### src/rtl/delay_input_sequencer.sv
// Double-buffered channel collector: writes fill one bank while the other drains one word/cycle.
// step_start at T -> sta high T+2..T+1+N_CH; no backpressure, early step_start is dropped and flagged.
module delay_input_sequencer #(
  parameter int N_CH = 16,
  parameter int DW   = 32,
  parameter int AW   = 12
) (
  input  logic          clk,
  input  logic          rst_user,
  input  logic          step_start,
  input  logic          wr_en,
  input  logic [AW-1:0] wr_ch,
  input  logic [DW-1:0] wr_data,
  output logic          sta,
  output logic [DW-1:0] x,
  output logic [AW-1:0] ch_idx,
  output logic          busy,
  output logic          overrun,
  output logic          missing
);

  localparam int CW = (N_CH > 1) ? $clog2(N_CH) : 1;
  localparam logic [AW-1:0] LAST = AW'(N_CH - 1);

  typedef enum logic [1:0] {IDLE, LOAD, EMIT} state_t;

  state_t          state_q, state_d;
  logic [AW-1:0]   cnt_q, cnt_d;
  logic [DW-1:0]   x_q, x_d;
  logic            fill_q;
  logic            overrun_q, missing_q;
  logic [DW-1:0]   mem_q  [2][N_CH];
  logic [N_CH-1:0] vld_q  [2];
  logic [DW-1:0]   hold_q [N_CH];

  logic            drain, wr_ok, accept;
  logic [CW-1:0]   wr_idx, cur_idx, rd_idx;
  logic [AW-1:0]   cnt_inc;
  logic [DW-1:0]   rd_word;

  assign drain   = ~fill_q;
  // Compare in AW+1 bits so N_CH == 2**AW does not wrap to zero.
  assign wr_ok   = wr_en && ({1'b0, wr_ch} < (AW + 1)'(N_CH));
  assign accept  = step_start && (state_q == IDLE);
  assign wr_idx  = wr_ch[CW-1:0];
  assign cur_idx = cnt_q[CW-1:0];
  assign cnt_inc = cnt_q + AW'(1);
  assign rd_idx  = (state_q == LOAD) ? '0 : cnt_inc[CW-1:0];
  assign rd_word = vld_q[drain][rd_idx] ? mem_q[drain][rd_idx] : hold_q[rd_idx];

  always_comb begin
    state_d = state_q;
    cnt_d   = cnt_q;
    x_d     = x_q;
    case (state_q)
      IDLE: if (step_start) state_d = LOAD;
      LOAD: begin
        state_d = EMIT;
        cnt_d   = '0;
        x_d     = rd_word;
      end
      EMIT: begin
        if (cnt_q == LAST) begin
          state_d = IDLE;
        end else begin
          cnt_d = cnt_inc;
          x_d   = rd_word;
        end
      end
      default: state_d = IDLE;
    endcase
  end

  always_ff @(posedge clk or posedge rst_user) begin
    if (rst_user) begin
      state_q   <= IDLE;
      cnt_q     <= '0;
      x_q       <= '0;
      fill_q    <= 1'b0;
      overrun_q <= 1'b0;
      missing_q <= 1'b0;
      vld_q[0]  <= '0;
      vld_q[1]  <= '0;
      for (int i = 0; i < N_CH; i++) hold_q[i] <= '0;
    end else begin
      state_q <= state_d;
      cnt_q   <= cnt_d;
      x_q     <= x_d;
      if (step_start && (state_q != IDLE)) overrun_q <= 1'b1;
      // A write alongside an accepted step_start still hits the bank being frozen.
      if (wr_ok) vld_q[fill_q][wr_idx] <= 1'b1;
      if (accept) begin
        fill_q       <= ~fill_q;
        vld_q[drain] <= '0;
      end
      if (state_q == EMIT) begin
        if (vld_q[drain][cur_idx]) hold_q[cur_idx] <= x_q;
        else                       missing_q       <= 1'b1;
      end
    end
  end

  always_ff @(posedge clk) begin
    if (wr_ok) mem_q[fill_q][wr_idx] <= wr_data;
  end

  assign sta     = (state_q == EMIT);
  assign x       = x_q;
  assign ch_idx  = cnt_q;
  assign busy    = (state_q != IDLE);
  assign overrun = overrun_q;
  assign missing = missing_q;

endmodule

### config.mk
export PLATFORM = sky130hd
export DESIGN_NAME = delay_input_sequencer
export DESIGN_NICKNAME = d
export VERILOG_FILES = /design/src/rtl/delay_input_sequencer.sv
export SDC_FILE = /design/constraint.sdc
export NUM_CORES = 2
export LEC_CHECK = 0
export ABC_AREA = 1
export BUFFER_PORTS_ARGS = -buffer_cell sky130_fd_sc_hd__buf_2
export CAP_MARGIN = 20
export CORE_MARGIN = 5
export CORE_UTILIZATION = 35
export DETAILED_ROUTE_END_ITERATION = 12
export HOLD_SLACK_MARGIN = 0.05
export MAX_ROUTING_LAYER = met4
export PLACE_DENSITY = 0.55
export SLEW_MARGIN = 20
export SYNTH_ARGS = -nofsm -noshare
export SYNTH_HDL_FRONTEND = slang
export SYNTH_SLANG_ARGS = --single-unit
export TNS_END_PERCENT = 20
### constraint.sdc
create_clock -name clk -period 29.4 [get_ports clk]
set_clock_uncertainty 0.1 [all_clocks]
set_input_delay 8.82 -clock clk [delete_from_list [all_inputs] [get_ports clk]]
set_output_delay 8.82 -clock clk [all_outputs]
set_load 0.005 [all_outputs]
* Yosys cells after proc, flatten, opt, wreduce, memory -nomap -nowiden
Memories as Yosys holds them, arrays and structs flattened.
Cells that the tools add are included.
** Cells by class
- Reduce and logical (&&, ||, !) cells :: 15
- Add/subtract/negate cells :: 1
- Bitwise operators :: 10
- $lt $le $gt $ge :: 14
- Muxes and demuxes :: 37
- Eq/ne operators :: 6
** Operator list (number)
- $bwmux 512 :: 1
- $mux 512 :: 1
- $mux 32 :: 10
- $bmux 32 s4 :: 2
- $demux 32 s4 :: 2
- $mux 16 :: 5
- $pmux 32 s2 :: 1
- $and 32x32->32 :: 1
- $demux 16 s1 :: 2
- $not 32->32 :: 1
- $or 32x32->32 :: 1
- $pmux 12 s2 :: 1
- $ge 5x5->1 const B :: 3
- $lt 4x5->1 const B :: 3
- $not 4->5 :: 3
- $add 12x1->12 const B :: 1
- $eq 12x4->1 const B :: 1
- $lt 12x5->1 const B :: 1
- $mux 12 :: 1
- $lt 5x1->1 const B :: 2
- $bmux 1 s4 :: 2
- $logic_and 1x1->1 :: 8
- $reduce_and 2->1 :: 4
- $pmux 2 s3 :: 1
- 15 further kinds :: 25
** Storage, ports and cells
- Bits in registers :: 593
- Memories :: 1
- Logic and storage cells :: 108
- RAM bits :: 1024
- Input bits :: 48
** Memories
- mem_q :: words 2, width 512, rd ports 1, clocked after Yosys merged registers in 0, wr ports 1, line 32 : logic [DW-1:0] mem_q [2][N_CH];

* Depth between registers and ports, before layout
- Word-level depth :: 10
- Depth in mapped cells :: 19

* Least setup slack after synthesis
OpenSTA, ideal clock, no wires.
- Path kind :: in2reg
- Start point :: input port wr_ch[6]
- End point :: memory mem_q[0][128] in the netlist's numbering (enable)
- Arrival time :: 11.023 ns
- Path slack :: 17.855 ns
- Cell stages on the path :: 5
- Path through :: nor4_1 -> nand3_1 -> nor3_1 -> nand2_1 -> nor2_1
** On the way
- Word-level cells in the longest chain between the ends :: 4
** Ends and longest elaborated chain
- start, declared :: line 12 : input logic [AW-1:0] wr_ch,
- $lt 12x5->1 :: line 43 : assign wr_ok = wr_en && ({1'b0, wr_ch} < (AW + 1)'(N_CH));
- $logic_and 1x1->1 :: line 43
- $mux 1 :: line 104 : if (wr_ok) mem_q[fill_q][wr_idx] <= wr_data;
- $mux 512 (implied by the code) :: line 104
- end, declared :: line 32
Every way passes these cells.

* Worst setup path in the final report
- Start point :: input port wr_ch[6]
- End point :: memory mem_q[1][242] in the netlist's numbering (enable)
The elaborated chain is that of the path after synthesis.

==> run summary <==
### Status
• complete, no violations — result of the run

### Global routing
• 179 — largest net degree at the start of global routing
• 54,700 — vias in the first global route
• 0 — grt ovf
• 14 — number of antenna violations at the first check in global routing
• 22.4% — All-Layer GR Usage
• 366 mm — first-pass GRT wire length

### Detailed routing
• 22.9 µm — Routed WL per cell
• 5.32 — vias per cell
• 57,300 — total via count in the routed design
• 247 mm — WL final
• 6 — number of iterations in the first detailed-routing pass
• 0 — number of antenna-violating nets in the routed design
• 0 — DRC violations left
• 5,778 — iteration-0 DRC count of the detailed router

### Clock tree
• 0 — post-CTS resize count
• 0 — number of hold-repair buffers added at the cts stage
• 840 ps — clk_lat worst skew
• 3 — Max Root-Sink Buffers
• clkbuf_16 — root buffer selected by CTS
• 4 — H-tree Lvls
• done — TritonCTS clock tree
• 0 — post-CTS setup repair buffer count
• 60 ps — Clock transition at path regs
• 170 — clock buffers created by TritonCTS
• 1,617 — TritonCTS sink count

### Pwr
• 4.67 mW — internal power
• 3.94 mW — switching power
• 35.4 nW — leak pwr
• 105 nW/µm² — total power divided by cell area
• 0.150 mV — IR drop worst, VDD
• 32.1% — register share of total power
• 43.5% — part of the total power dissipated in combinational logic
• 24.4% — share of total power in the clock network
• 45.8% — share of total power consumed by net switching

### Yosys
• edfxtp_1 (42%), dfrtp_1 (20%), nand2_1 (14%) — biggest area contributors in the synthesized netlist
• 1,617 — flip-flop and latch count after synthesis
• 8,080 — Mapped Cells
• 61.6% — sequential share of the synthesized area
• edfxtp_1 — most instantiated flip-flop cell in the synthesis netlist
• 0 — number of warning messages in the yosys log
• 74,000 µm² — post-synthesis instance area
• 36.7% — async set or reset register ratio after synthesis
• 9.16 µm² — post-synthesis average cell area
• 8,132 — net count after synthesis
• 1,024 — number of enable flip-flop cells after synthesis
• 41.5% — portion of synthesized cell area occupied by the leading cell type
• edfxtp_1 — cell taking the most area after synthesis
• 34 — post-synth cell types

### Cells and area
• nand2_1 — most common library cell in the layout ignoring fill and taps
• 6.81% — share of final-layout standard cells stronger than drive strength 1
• 24,000 µm² — total area of multi-input combinational cells
• 7,879 — layout net count
• 20,900 — fill cell total of the finished layout
• 11.1% — area overhead of the layout relative to synthesis
• 82,300 µm² — post-route cell area
• 45,600 µm² — sequential standard cell area
• 10,800 — Finished Layout Cells
• nand2_1 (2,734), nand3_1 (1,212), edfxtp_1 (1,024), dfrtp_1 (592), inv_1 (557) — commonest cells after routing, fill and taps aside

### Floorplanning
• 470 µm — floorplan die width
• 168 — number of rows in the core area
• 35.3% — initial core utilization
• 96 — I/O pin count
• 470 µm — die extent in y
• 221,000 µm² — floorplan die area
• 210,000 µm² — Core ar.

### Timing
• 18,310 ps — worst setup slack after layout
• 0 — Final Hold Fails
• 0 — number of setup violations in the final report
• 11,090 ps — final worst path period need
• 0 — total count of max-transition violations in the final report
• 0.0902 GHz — Fmax
• 37.7% — post-route clock period utilization
• 357 ps — Worst Hold Slack
• false — setup repair after global routing missed its margin
• 1080 ps — Worst Max-Slew Pin Slew
• 0 ps — Final TNS setup
• 27.8% — Max transition margin

### Place
• 0.805 — gp weighted congestion
• 95 — count of input and output buffers
• 126 mm — half-perimeter wire length after placement
• 76,800 µm² — instance area after placement
• 17,410 ps — dpl ws
• 10,500 — Placed Cells

### Setup path
• 29,780 ps — Data required, critical path
• input pin — category of the worst setup path launch point
• input pin to flip-flop — CP Class
• 11,470 ps — signal arrival time at the worst endpoint
• flip-flop — type of destination of the critical path
• 17 — highest net fanout along the worst path

### Flow run
• 0 — total of max-cap violations

### Min path
• flip-flop to flip-flop — class of the most critical hold timing path

-- power groups by stage --
stage	Sequential [mW]	Clock, mW	Combinational (mW)
finish	2.76	2.10	3.75
global route	2.78	2.23	4.09
CTS	2.75	2.14	3.73
detailed placement	2.80	0	3.72
global placement	2.79	0	3.69
floorplan	2.68	0	2.50
-- cell usage after synthesis (all sizes together), types with 7 or more instances --
cell type     n
dfrtp       593
nand3b       96
nand4       554
nor2        457
edfxtp     1024
o21ai        70
and2         25
inv         564
nor3          7
o21bai       33
buf         379
clkbuf      273
nand3      1228
nand2      2741
-- layout make-up --
cell class                      count  share of cell area [%]
Sequential cell                  1617                    55.4
Multi-Input combinational cell   5246                    29.1
Clock buffer                      244                    5.74
Tap cell                         2805                    4.27
Inverter                          565                    2.62
Timing Repair Buffer              227                    1.99
Clock inverter                     70                   0.818
Antenna cell                        5                  0.0152
-- routing by layer --
layer / vias to the layer above / GRT usage [%] / wire length, µm
met5: - / - / 0
met4: 0 / 7.90 / 9220
met3: 496 / 3.33 / 16600
met2: 2186 / 37.2 / 121000
met1: 28200 / 27.9 / 101000
li1: 26400 / - / -
-- sequential cells by signal (all words and copies together) (netlist names) --
| name | cells |
|---|---|
| fill_q | 1 |
| hold_q | 512 |
| ch_idx | 12 |
| vld_q | 32 |
| mem_q | 1024 |
| x | 32 |
| overrun | 1 |
| missing | 1 |
| state_q | 2 |
-- worst paths after layout --
| check | startpoint | end | slack [ps] | depth (start not counted) |
|---|---|---|---|---|
| worst max-delay path | wr_ch[6] | mem_q[1][242] | 18310 | 7 |
| worst min-delay path | overrun | overrun | 360 | 1 |
| worst max register to register | ch_idx[0] | x[28] | 23010 | 14 |
| worst min register to register | overrun | overrun | 360 | 1 |
| max in group asynchronous | rst_user | hold_q[19] | 18840 | 4 |
| min in group asynchronous | rst_user | hold_q[350] | 8100 | 2 |
-- cell families after synthesis --
logic type      Yosys count  synth area share (%)
flops                  1617                  61.6
buf+inv                1217                  6.75
xor+xnor                  6                0.0710
compound gates          123                 0.992
simple gates           5113                  30.5
fa+ha+maj                 4                0.0676
-- through the flow --
stage,power [mW],util [%]
6_report,8.61,39.2
5_1_grt,9.10,39.2
4_1_cts,8.62,39.2
3_5_place_dp,6.51,36.6
3_3_place_gp,6.48,36.6
2_1_floorplan,5.19,-
-- critical path, stage by stage --
cell and delay (ps):
buf_2 100, nor4_1 290, nand3_1 320, nor3_1 500, nand2_1 260, nor2_4 700
buf_4 440
(Power assumes the default switching activity.)
